<file path="src/rtl/zrl_pkg.sv">
// zrl_pkg: shared definitions for the ZRL decompressor.
//   - chunk / word / symbol widths
//   - prefix codes and their symbol sizes
//   - SOP header constant
//   - FSM state type and decoder result struct
package zrl_pkg;

  localparam int CHUNK_W = 16;
  localparam int NCHUNK  = 4;
  localparam int DATA_W  = CHUNK_W * NCHUNK;  // 64
  localparam int SYM_W   = 68;
  localparam int SIZE_W  = 7;

  localparam logic [1:0] SOP_HDR = 2'b01;
  localparam logic [SIZE_W-1:0] SOP_HDR_SZ = 7'd2;

  // Symbol sizes by prefix class (header excluded)
  localparam logic [SIZE_W-1:0] SZ_ZERO = 7'd6;   // 000000
  localparam logic [SIZE_W-1:0] SZ_C0   = 7'd22;  // 000001
  localparam logic [SIZE_W-1:0] SZ_ONE  = 7'd21;  // 00001/00010/00011
  localparam logic [SIZE_W-1:0] SZ_TWO  = 7'd36;  // 0010..0111
  localparam logic [SIZE_W-1:0] SZ_THR  = 7'd52;  // 1000..1011
  localparam logic [SIZE_W-1:0] SZ_FULL = 7'd66;  // 11

  // Prefix constants
  localparam logic [5:0] P_ZERO = 6'b000000;
  localparam logic [5:0] P_C0   = 6'b000001;
  localparam logic [4:0] P_C1   = 5'b00001;
  localparam logic [4:0] P_C2   = 5'b00010;
  localparam logic [4:0] P_C3   = 5'b00011;
  localparam logic [3:0] P_C10  = 4'b0010;
  localparam logic [3:0] P_C20  = 4'b0011;
  localparam logic [3:0] P_C30  = 4'b0100;
  localparam logic [3:0] P_C21  = 4'b0101;
  localparam logic [3:0] P_C31  = 4'b0110;
  localparam logic [3:0] P_C32  = 4'b0111;
  localparam logic [3:0] P_C210 = 4'b1000;
  localparam logic [3:0] P_C310 = 4'b1001;
  localparam logic [3:0] P_C320 = 4'b1010;
  localparam logic [3:0] P_C321 = 4'b1011;
  localparam logic [1:0] P_FULL = 2'b11;

  typedef enum logic {ST_IDLE = 1'b0, ST_IN_PKT = 1'b1} state_e;

  typedef struct packed {
    logic [DATA_W-1:0] data;
    logic [SIZE_W-1:0] size;  // expected symbol size, header included
  } zrl_dec_t;

endpackage

</file>
<file path="src/rtl/zrl_symbol_decode.sv">
// zrl_symbol_decode: combinational prefix decode of one ZRL symbol.
//   sym_i : left-aligned symbol (first code bit at [67])
//   sop_i : symbol carries a 2-bit header which is stripped here
//   dec_o : decoded 64-bit word and expected symbol size
module zrl_symbol_decode
  import zrl_pkg::*;
(
  input  logic [SYM_W-1:0] sym_i,
  input  logic             sop_i,
  output zrl_dec_t         dec_o
);

  // Code field realigned so the prefix always starts at bit 67.
  logic [SYM_W-1:0]                w;
  logic [NCHUNK-1:0][CHUNK_W-1:0] ch;
  logic [SIZE_W-1:0]               tsz;
  logic                            unused_w;

  assign w        = sop_i ? {sym_i[SYM_W-3:0], 2'b00} : sym_i;
  assign unused_w = ^w[1:0];

  always_comb begin
    ch  = '0;
    tsz = SZ_ZERO;
    if (w[67:62] == P_ZERO) begin
      tsz = SZ_ZERO;
    end else if (w[67:62] == P_C0) begin
      ch[0] = w[61:46];
      tsz   = SZ_C0;
    end else if (w[67:63] == P_C1) begin
      ch[1] = w[62:47];
      tsz   = SZ_ONE;
    end else if (w[67:63] == P_C2) begin
      ch[2] = w[62:47];
      tsz   = SZ_ONE;
    end else if (w[67:63] == P_C3) begin
      ch[3] = w[62:47];
      tsz   = SZ_ONE;
    end else if (w[67:66] == P_FULL) begin
      ch  = w[65:2];
      tsz = SZ_FULL;
    end else begin
      // Remaining 4-bit prefixes: two or three chunks, highest index first.
      tsz = SZ_TWO;
      unique case (w[67:64])
        P_C10:  begin ch[1] = w[63:48]; ch[0] = w[47:32]; end
        P_C20:  begin ch[2] = w[63:48]; ch[0] = w[47:32]; end
        P_C30:  begin ch[3] = w[63:48]; ch[0] = w[47:32]; end
        P_C21:  begin ch[2] = w[63:48]; ch[1] = w[47:32]; end
        P_C31:  begin ch[3] = w[63:48]; ch[1] = w[47:32]; end
        P_C32:  begin ch[3] = w[63:48]; ch[2] = w[47:32]; end
        P_C210: begin ch[2] = w[63:48]; ch[1] = w[47:32]; ch[0] = w[31:16]; tsz = SZ_THR; end
        P_C310: begin ch[3] = w[63:48]; ch[1] = w[47:32]; ch[0] = w[31:16]; tsz = SZ_THR; end
        P_C320: begin ch[3] = w[63:48]; ch[2] = w[47:32]; ch[0] = w[31:16]; tsz = SZ_THR; end
        P_C321: begin ch[3] = w[63:48]; ch[2] = w[47:32]; ch[1] = w[31:16]; tsz = SZ_THR; end
        default: ;
      endcase
    end
  end

  assign dec_o.data = ch;
  assign dec_o.size = tsz + (sop_i ? SOP_HDR_SZ : '0);

endmodule

</file>
<file path="src/rtl/zrl_decomp.sv">
// zrl_decomp: ZRL stream decoder, one symbol per beat, 1-cycle latency.
//   clk, rst_n          : clock, synchronous active-low reset
//   data_i/size_i       : left-aligned symbol and its length in bits
//   sop_i/eop_i         : packet delimiters (sop symbols carry 2'b01 header)
//   valid_i/ready_o     : input handshake
//   data_o              : decoded 64-bit word
//   sop_o/eop_o/err_o   : per-beat flags
//   words_o             : beats in packet so far, including this one
//   valid_o/ready_i     : output handshake
// Build option: ZRLD_SIZE_CHECK_EN adds a size_i vs. table-size check.
module zrl_decomp
  import zrl_pkg::*;
(
  input  logic              clk,
  input  logic              rst_n,
  input  logic [SYM_W-1:0]  data_i,
  input  logic [SIZE_W-1:0] size_i,
  input  logic              sop_i,
  input  logic              eop_i,
  input  logic              valid_i,
  output logic              ready_o,
  output logic [DATA_W-1:0] data_o,
  output logic              sop_o,
  output logic              eop_o,
  output logic              err_o,
  output logic [15:0]       words_o,
  output logic              valid_o,
  input  logic              ready_i
);

  zrl_dec_t dec;

  zrl_symbol_decode u_dec (
    .sym_i (data_i),
    .sop_i (sop_i),
    .dec_o (dec)
  );

  state_e            state_q, state_d;
  logic [15:0]       cnt_q, cnt_d;
  logic [DATA_W-1:0] data_q;
  logic              sop_q, eop_q, err_q, valid_q;
  logic [15:0]       words_q;

  logic accept, pkt_start, hdr_err, seq_err, size_err, err_d;

  // Reset term keeps ready_o high while a held beat is being flushed.
  assign ready_o   = !rst_n || !valid_q || ready_i;
  assign accept    = valid_i && ready_o;
  // A beat without sop in IDLE is still treated as a packet start.
  assign pkt_start = sop_i || (state_q == ST_IDLE);
  assign hdr_err   = sop_i && (data_i[67:66] != SOP_HDR);
  // sop missing in IDLE, or sop arriving mid-packet.
  assign seq_err   = sop_i ^ (state_q == ST_IDLE);

`ifdef ZRLD_SIZE_CHECK_EN
  assign size_err = (size_i != dec.size);
`else
  logic unused_size;
  assign size_err    = 1'b0;
  assign unused_size = ^{size_i, dec.size};
`endif

  assign err_d = hdr_err || seq_err || size_err;

  always_comb begin
    state_d = state_q;
    cnt_d   = cnt_q;
    if (accept) begin
      state_d = eop_i ? ST_IDLE : ST_IN_PKT;
      if (pkt_start)            cnt_d = 16'd1;
      else if (cnt_q != 16'hFFFF) cnt_d = cnt_q + 16'd1;
    end
  end

  always_ff @(posedge clk) begin
    if (!rst_n) begin
      state_q <= ST_IDLE;
      cnt_q   <= '0;
      valid_q <= 1'b0;
      data_q  <= '0;
      sop_q   <= 1'b0;
      eop_q   <= 1'b0;
      err_q   <= 1'b0;
      words_q <= '0;
    end else begin
      state_q <= state_d;
      cnt_q   <= cnt_d;
      if (accept) begin
        valid_q <= 1'b1;
        data_q  <= dec.data;
        sop_q   <= sop_i;
        eop_q   <= eop_i;
        err_q   <= err_d;
        words_q <= cnt_d;
      end else if (ready_i) begin
        valid_q <= 1'b0;
      end
    end
  end

  assign valid_o = valid_q;
  assign data_o  = data_q;
  assign sop_o   = sop_q;
  assign eop_o   = eop_q;
  assign err_o   = err_q;
  assign words_o = words_q;

endmodule

</file>
<file path="config.mk">
export PLATFORM = sky130hd
export DESIGN_NAME = zrl_decomp
export DESIGN_NICKNAME = d
export VERILOG_FILES = /design/src/rtl/zrl_pkg.sv /design/src/rtl/zrl_symbol_decode.sv /design/src/rtl/zrl_decomp.sv
export SDC_FILE = /design/constraint.sdc
export NUM_CORES = 1
export LEC_CHECK = 0
export ABC_CLOCK_PERIOD_IN_PS = 5600
export BUFFER_PORTS_ARGS = -buffer_cell sky130_fd_sc_hd__buf_4
export CAP_MARGIN = 30
export CELL_PAD_IN_SITES_DETAIL_PLACEMENT = 0
export CELL_PAD_IN_SITES_GLOBAL_PLACEMENT = 2
export CORE_UTILIZATION = 34
export CTS_BUF_LIST = sky130_fd_sc_hd__clkbuf_16
export CTS_CLUSTER_SIZE = 14
export DETAILED_ROUTE_END_ITERATION = 16
export PLACE_DENSITY_LB_ADDON = 0.1
export SLEW_MARGIN = 30
export SYNTH_ARGS = -nofsm -noshare
export SYNTH_HDL_FRONTEND = slang
export SYNTH_SLANG_ARGS = --single-unit
</file>
<file path="constraint.sdc">
create_clock -name clk -period 5.6 [get_ports clk]
set_input_delay 1.12 -clock clk [delete_from_list [all_inputs] [get_ports clk]]
set_output_delay 1.12 -clock clk [all_outputs]
set_load 0.1 [all_outputs]
</file>
# == Word-level counts from Yosys, hierarchy flattened ==
# Index checks and enable logic that the tools add are counted.
# Widths: inputs -> output; s select.
# op_classes
addsub,1
n_mux,23
n_eq_ne,17
n_reduce_logical,16
n_bitwise,2
# op_table
operator,count
$mux 16,10
$mux 64,2
$mux 48,2
$mux 68,1
$mux 32,2
$pmux 16 s2,2
$pmux 16 s3,1
$add 16x1->16 const B,1
$eq 4x3->1 const B,4
$eq 4x4->1 const B,4
$ne 16x16->1 const B,1
$reduce_or 3->1,4
$eq 5x2->1 const B,2
$eq 4x2->1 const B,2
$eq 6x1->1 const B,1
$logic_not 6->1,1
$reduce_or 6->1,1
$eq 5x1->1 const B,1
$logic_or 1x1->1,4
$reduce_or 4->1,1
$mux 1,3
$eq 2x2->1 const B,1
$logic_and 1x1->1,2
$logic_not 1->1,2
other kinds (4),4
# word_totals
output_inout_bits,85
reg_bits,101
word_cells,67
inputBits,81

# == Logic depth before layout (Yosys ltp) ==
# depth
word_depth,10
ltp_mapped,10

# == Cells and area by module ==
# A second synthesis with hierarchy kept.
# unflattened
cells_unflattened,897
area_unflattened_um2,6780.3
# modules_own_cells
module,instances,area_per_inst_um2,cells_each
zrl_decomp,1,3849.9,475
zrl_symbol_decode,1,2930.3,422

# == Least setup slack after synthesis ==
# OpenSTA, ideal clock, no wires.
# synth_path
path_type,input port to flip-flop
from,input rst_n
to,register data_q[20] (netlist: data_o[20])
path_slack_ps,2200
arrival_ps,3270
path_buffers,2
stages,7
t_required_ps,5470
cell_sequence,clkbuf_1 > nand3b_1 > nand2_1 > nor2_1 > clkbuf_1 > a32oi_1 > o22ai_1
# synth_between
elab_chain_cells,4
# synth_rtl
item,line_no,rtl
from (decl),zrl_decomp.sv:15,"input logic rst_n,"
$logic_not 1->1,--,
$logic_or 1x1->1 (2 in series),zrl_decomp.sv:48,assign ready_o = !rst_n || !valid_q || ready_i;
net ready_o,zrl_decomp.sv:21,"output logic ready_o,"
$logic_and 1x1->1,zrl_decomp.sv:49,assign accept = valid_i && ready_o;
to (signal assigned),zrl_decomp.sv:91,data_q <= dec.data;
to (decl),zrl_decomp.sv:41,logic [DATA_W-1:0] data_q;
# The timed path passes the listed nets, and every way through them passes these cells.
# A chain may end at the register's enable or synchronous reset.

# == Worst setup path in the final report ==
# layout_path
from,input sop_i
to,register data_q[26] (netlist: data_o[26])
# layout_between
elab_chain_cells,10
# layout_rtl
item,line_no,rtl
from (decl),zrl_decomp.sv:18,"input logic sop_i,"
$mux 68 *,zrl_symbol_decode.sv:19,"assign w = sop_i ? {sym_i[SYM_W-3:0], 2'b00} : sym_i;"
$eq 4x3->1 or $eq 4x4->1 (tied branches),zrl_symbol_decode.sv:45,unique case (w[67:64])
$reduce_or 4->1 (no line),--,
$pmux 16 s3,zrl_symbol_decode.sv:45,
$mux 64,zrl_symbol_decode.sv:39,end else if (w[67:66] == P_FULL) begin
$mux 48,zrl_symbol_decode.sv:36,end else if (w[67:63] == P_C3) begin
$mux 32,zrl_symbol_decode.sv:33,end else if (w[67:63] == P_C2) begin
$mux 16,zrl_symbol_decode.sv:30,end else if (w[67:63] == P_C1) begin
$mux 48,zrl_symbol_decode.sv:27,end else if (w[67:62] == P_C0) begin
$mux 64 *,zrl_symbol_decode.sv:25,if (w[67:62] == P_ZERO) begin
# Every way passes the cells marked *; elsewhere a longest branch is shown, timed or not.

==> results.txt <==
DP Wirelength - 20.9 mm
Crit path largest cell delay - 0.92 ns
Yosys Warn Count - 0
Routed vias/inst - 6.21
Initial antenna violation count - 0
Asr flop ratio synth - 0%
Non-Filler Instances - 1228
Die ar. - 0.0208 sq mm
CP cell instances - buf_4, nand3b_1, and2_2, o221ai_1, a211o_1, a22o_1
Placer Congestion - 0.862
Syn Nets - 932
Netlist Area Pre-Place - 0.00687 sq mm
Most frequent cells in the layout - buf_4 (176), dfxtp_1 (101), nand2_1 (93), mux2i_1 (50), o221ai_1 (50)
Num CTS Buffers - 9
N_diodes - 0
WL final - 29.1 mm
Status - finished clean
Top Ports - 166
Nets - 1041
1st-iter DRT viols - 604
Critical path destination - data_o[26]
Core area - 0.0197 sq mm
Hold WC Path Type - reg -> reg
Startpoint types - input pin
Cell area power density - 257 mW/mm^2
Clock latency on the worst-skew pair - 0.36 ns
Global-route wire length before repair - 44.0 mm
Post-synth EDFFs - 0
Most common cell after layout, fill and taps aside - buf_4
Clk_skew - 0.00953 ns
Tot GR Track Use - 28.3%
Max Clock Freq - 256 MHz
Die Ht - 144 um
Root Driver - clkbuf_16
Crit Path Class - in -> reg
Endpoint class of the critical path - flop
Initial Util - 35.0%
Crit path time final - 3.91 ns
DIE WIDTH - 144 um
Sequential-to-total area share from yosys stat - 29.4%
Synth Instances - 849
Synthesized area per cell - 8.09 sq um
CTS tree - yes
FILL cells - 2034
VDD IR-drop max - 0.157 mV
CTS max path bufs - 2
Critical path's slowest cell - and2_2
Hold path depth - 2
Clock Sinks - 101
Max-slew headroom - 29.7%
Largest net degree at the start of global routing - 63
Critical Path Start - sop_i
Layout area overhead - 24.1%
Clock-pin slew on the worst setup and hold paths - 0.08 ns
Worst-margin pin slew - 1.03 ns
Global route overflow - 0
Hold path start - words_o[12]
Routed wire per std cell - 23.7 um
Placed cell count - 1212
Post-CTS Setup Inserts - 0
Setup TNS - 0 ns
Max-slew violation count - 0
Crit path required time - 5.86 ns
Final setup viols - 0
FF-to-FF path depth - 5
Vias in the first global route - 7253
Final Hold Viols - 0
CTS HTree Levels - 3
Post-synthesis register bit count - 101
R2r startpoint - valid_o
P_leak - 3.30 nW
# hold bufs at CTS - 0
Max Cap Viol - 0
Worst-path fanout max - 62
Routed Antenna Nets - 0
Crit path arrival time - 4.17 ns
Synth Flop Type - dfxtp_1
R2r setup slk - 3.30 ns
Layout cells sized above 1 - 24.8%
Fin crit share - 69.7%
Drt first pass iters - 5
Residual DRC - 0
RSZ-0062 raised after global routing - no
DR vias - 7622
Reg-to-reg endpoint - data_o[27]
Synth cell types - 65
Rows - 51
# resized after CTS - 0
Input/output buffers - 158
-- report_power, final --
group | switching [mW] | internal, mW
Sequential | 0.0268 | 0.754
Clock | 0.322 | 0.309
Combinational | 0.565 | 0.216
Total | 0.913 | 1.28
-- worst min path at each step --
stage,endpoint,slack [ns]
after floorplan,cnt_q[7],0.51
after global placement,words_o[12],0.43
after detailed placement,words_o[12],0.43
after CTS,words_o[12],0.45
after global routing,eop_o,0.47
final,words_o[12],0.44
-- per-layer routing --
| layer | vias to the layer above | routed length [um] | global-route usage (%) |
|---|---|---|---|
| li1 | 3513 | - | - |
| met2 | 381 | 13500 | 44.8 |
| met5 | - | 0 | 0 |
| met1 | 3680 | 12800 | 38.8 |
| met3 | 48 | 2090 | 3.54 |
| met4 | 0 | 765 | 11.0 |
-- stage by stage --
stage               setup slack, ns  hold slack (ns)  util (%)  instance area (sq um)  power [mW]
finish                         1.69            0.440      43.4                   8530        2.19
global route                   1.54            0.471      43.4                   8530        2.27
CTS                            1.81            0.446      43.4                   8520        2.20
detailed placement             1.44            0.435      41.9                   8240        1.57
global placement               1.47            0.428      41.7                   8200        1.56
floorplan                      2.20            0.506         -                   6870        1.33
-- cells in the mapped netlist, types with 28 or more instances --
| cell type | count | area share [%] |
|---|---|---|
| o221ai_1 | 51 | 6.5 |
| dfxtp_1 | 101 | 29 |
| inv_1 | 31 | 1.7 |
| o22ai_1 | 35 | 3.2 |
| mux2i_1 | 52 | 7.6 |
| o21ai_0 | 49 | 3.6 |
| clkbuf_1 | 46 | 2.5 |
| a21oi_1 | 28 | 2.0 |
| nand2_1 | 94 | 5.1 |
| nor2_1 | 49 | 2.7 |
| mux2_2 | 29 | 4.8 |
-- registers in the layout, summed over array words and instances, names as in the netlist --
| register | flops |
|---|---|
| sop_o | 1 |
| eop_o | 1 |
| valid_o | 1 |
| cnt_q | 16 |
| data_o | 64 |
| words_o | 16 |
| state_q | 1 |
| err_o | 1 |
-- critical path: cells and delay by family --
kind / cells / cell delay (ns)
buffers and inverters: 1 / 0.55
AND/OR/NAND/NOR: 2 / 1.60
AO/OA/AOI/OAI: 3 / 0.83
-- cells by family after synthesis --
logic type | share of synthesized area [%]
adders and majority gates | 0.364
buffers and inverters | 7.01
muxes | 12.3
xor gates and xnor gates | 1.15
and+or+nand+nor | 15.4
DFF | 29.4
AOI/OAI and AO/OA | 34.4
-- layout make-up --
type	count	area [sq um]	area share, %
inverter	32	120	1.41
sequential	101	2020	23.7
clock inverter	7	57.6	0.675
clock buffer	9	225	2.64
multi-input combinational	636	4410	51.8
tap	265	332	3.89
timing repair buffer	178	1360	15.9
Note: power is estimated with default switching activity, not from simulation.
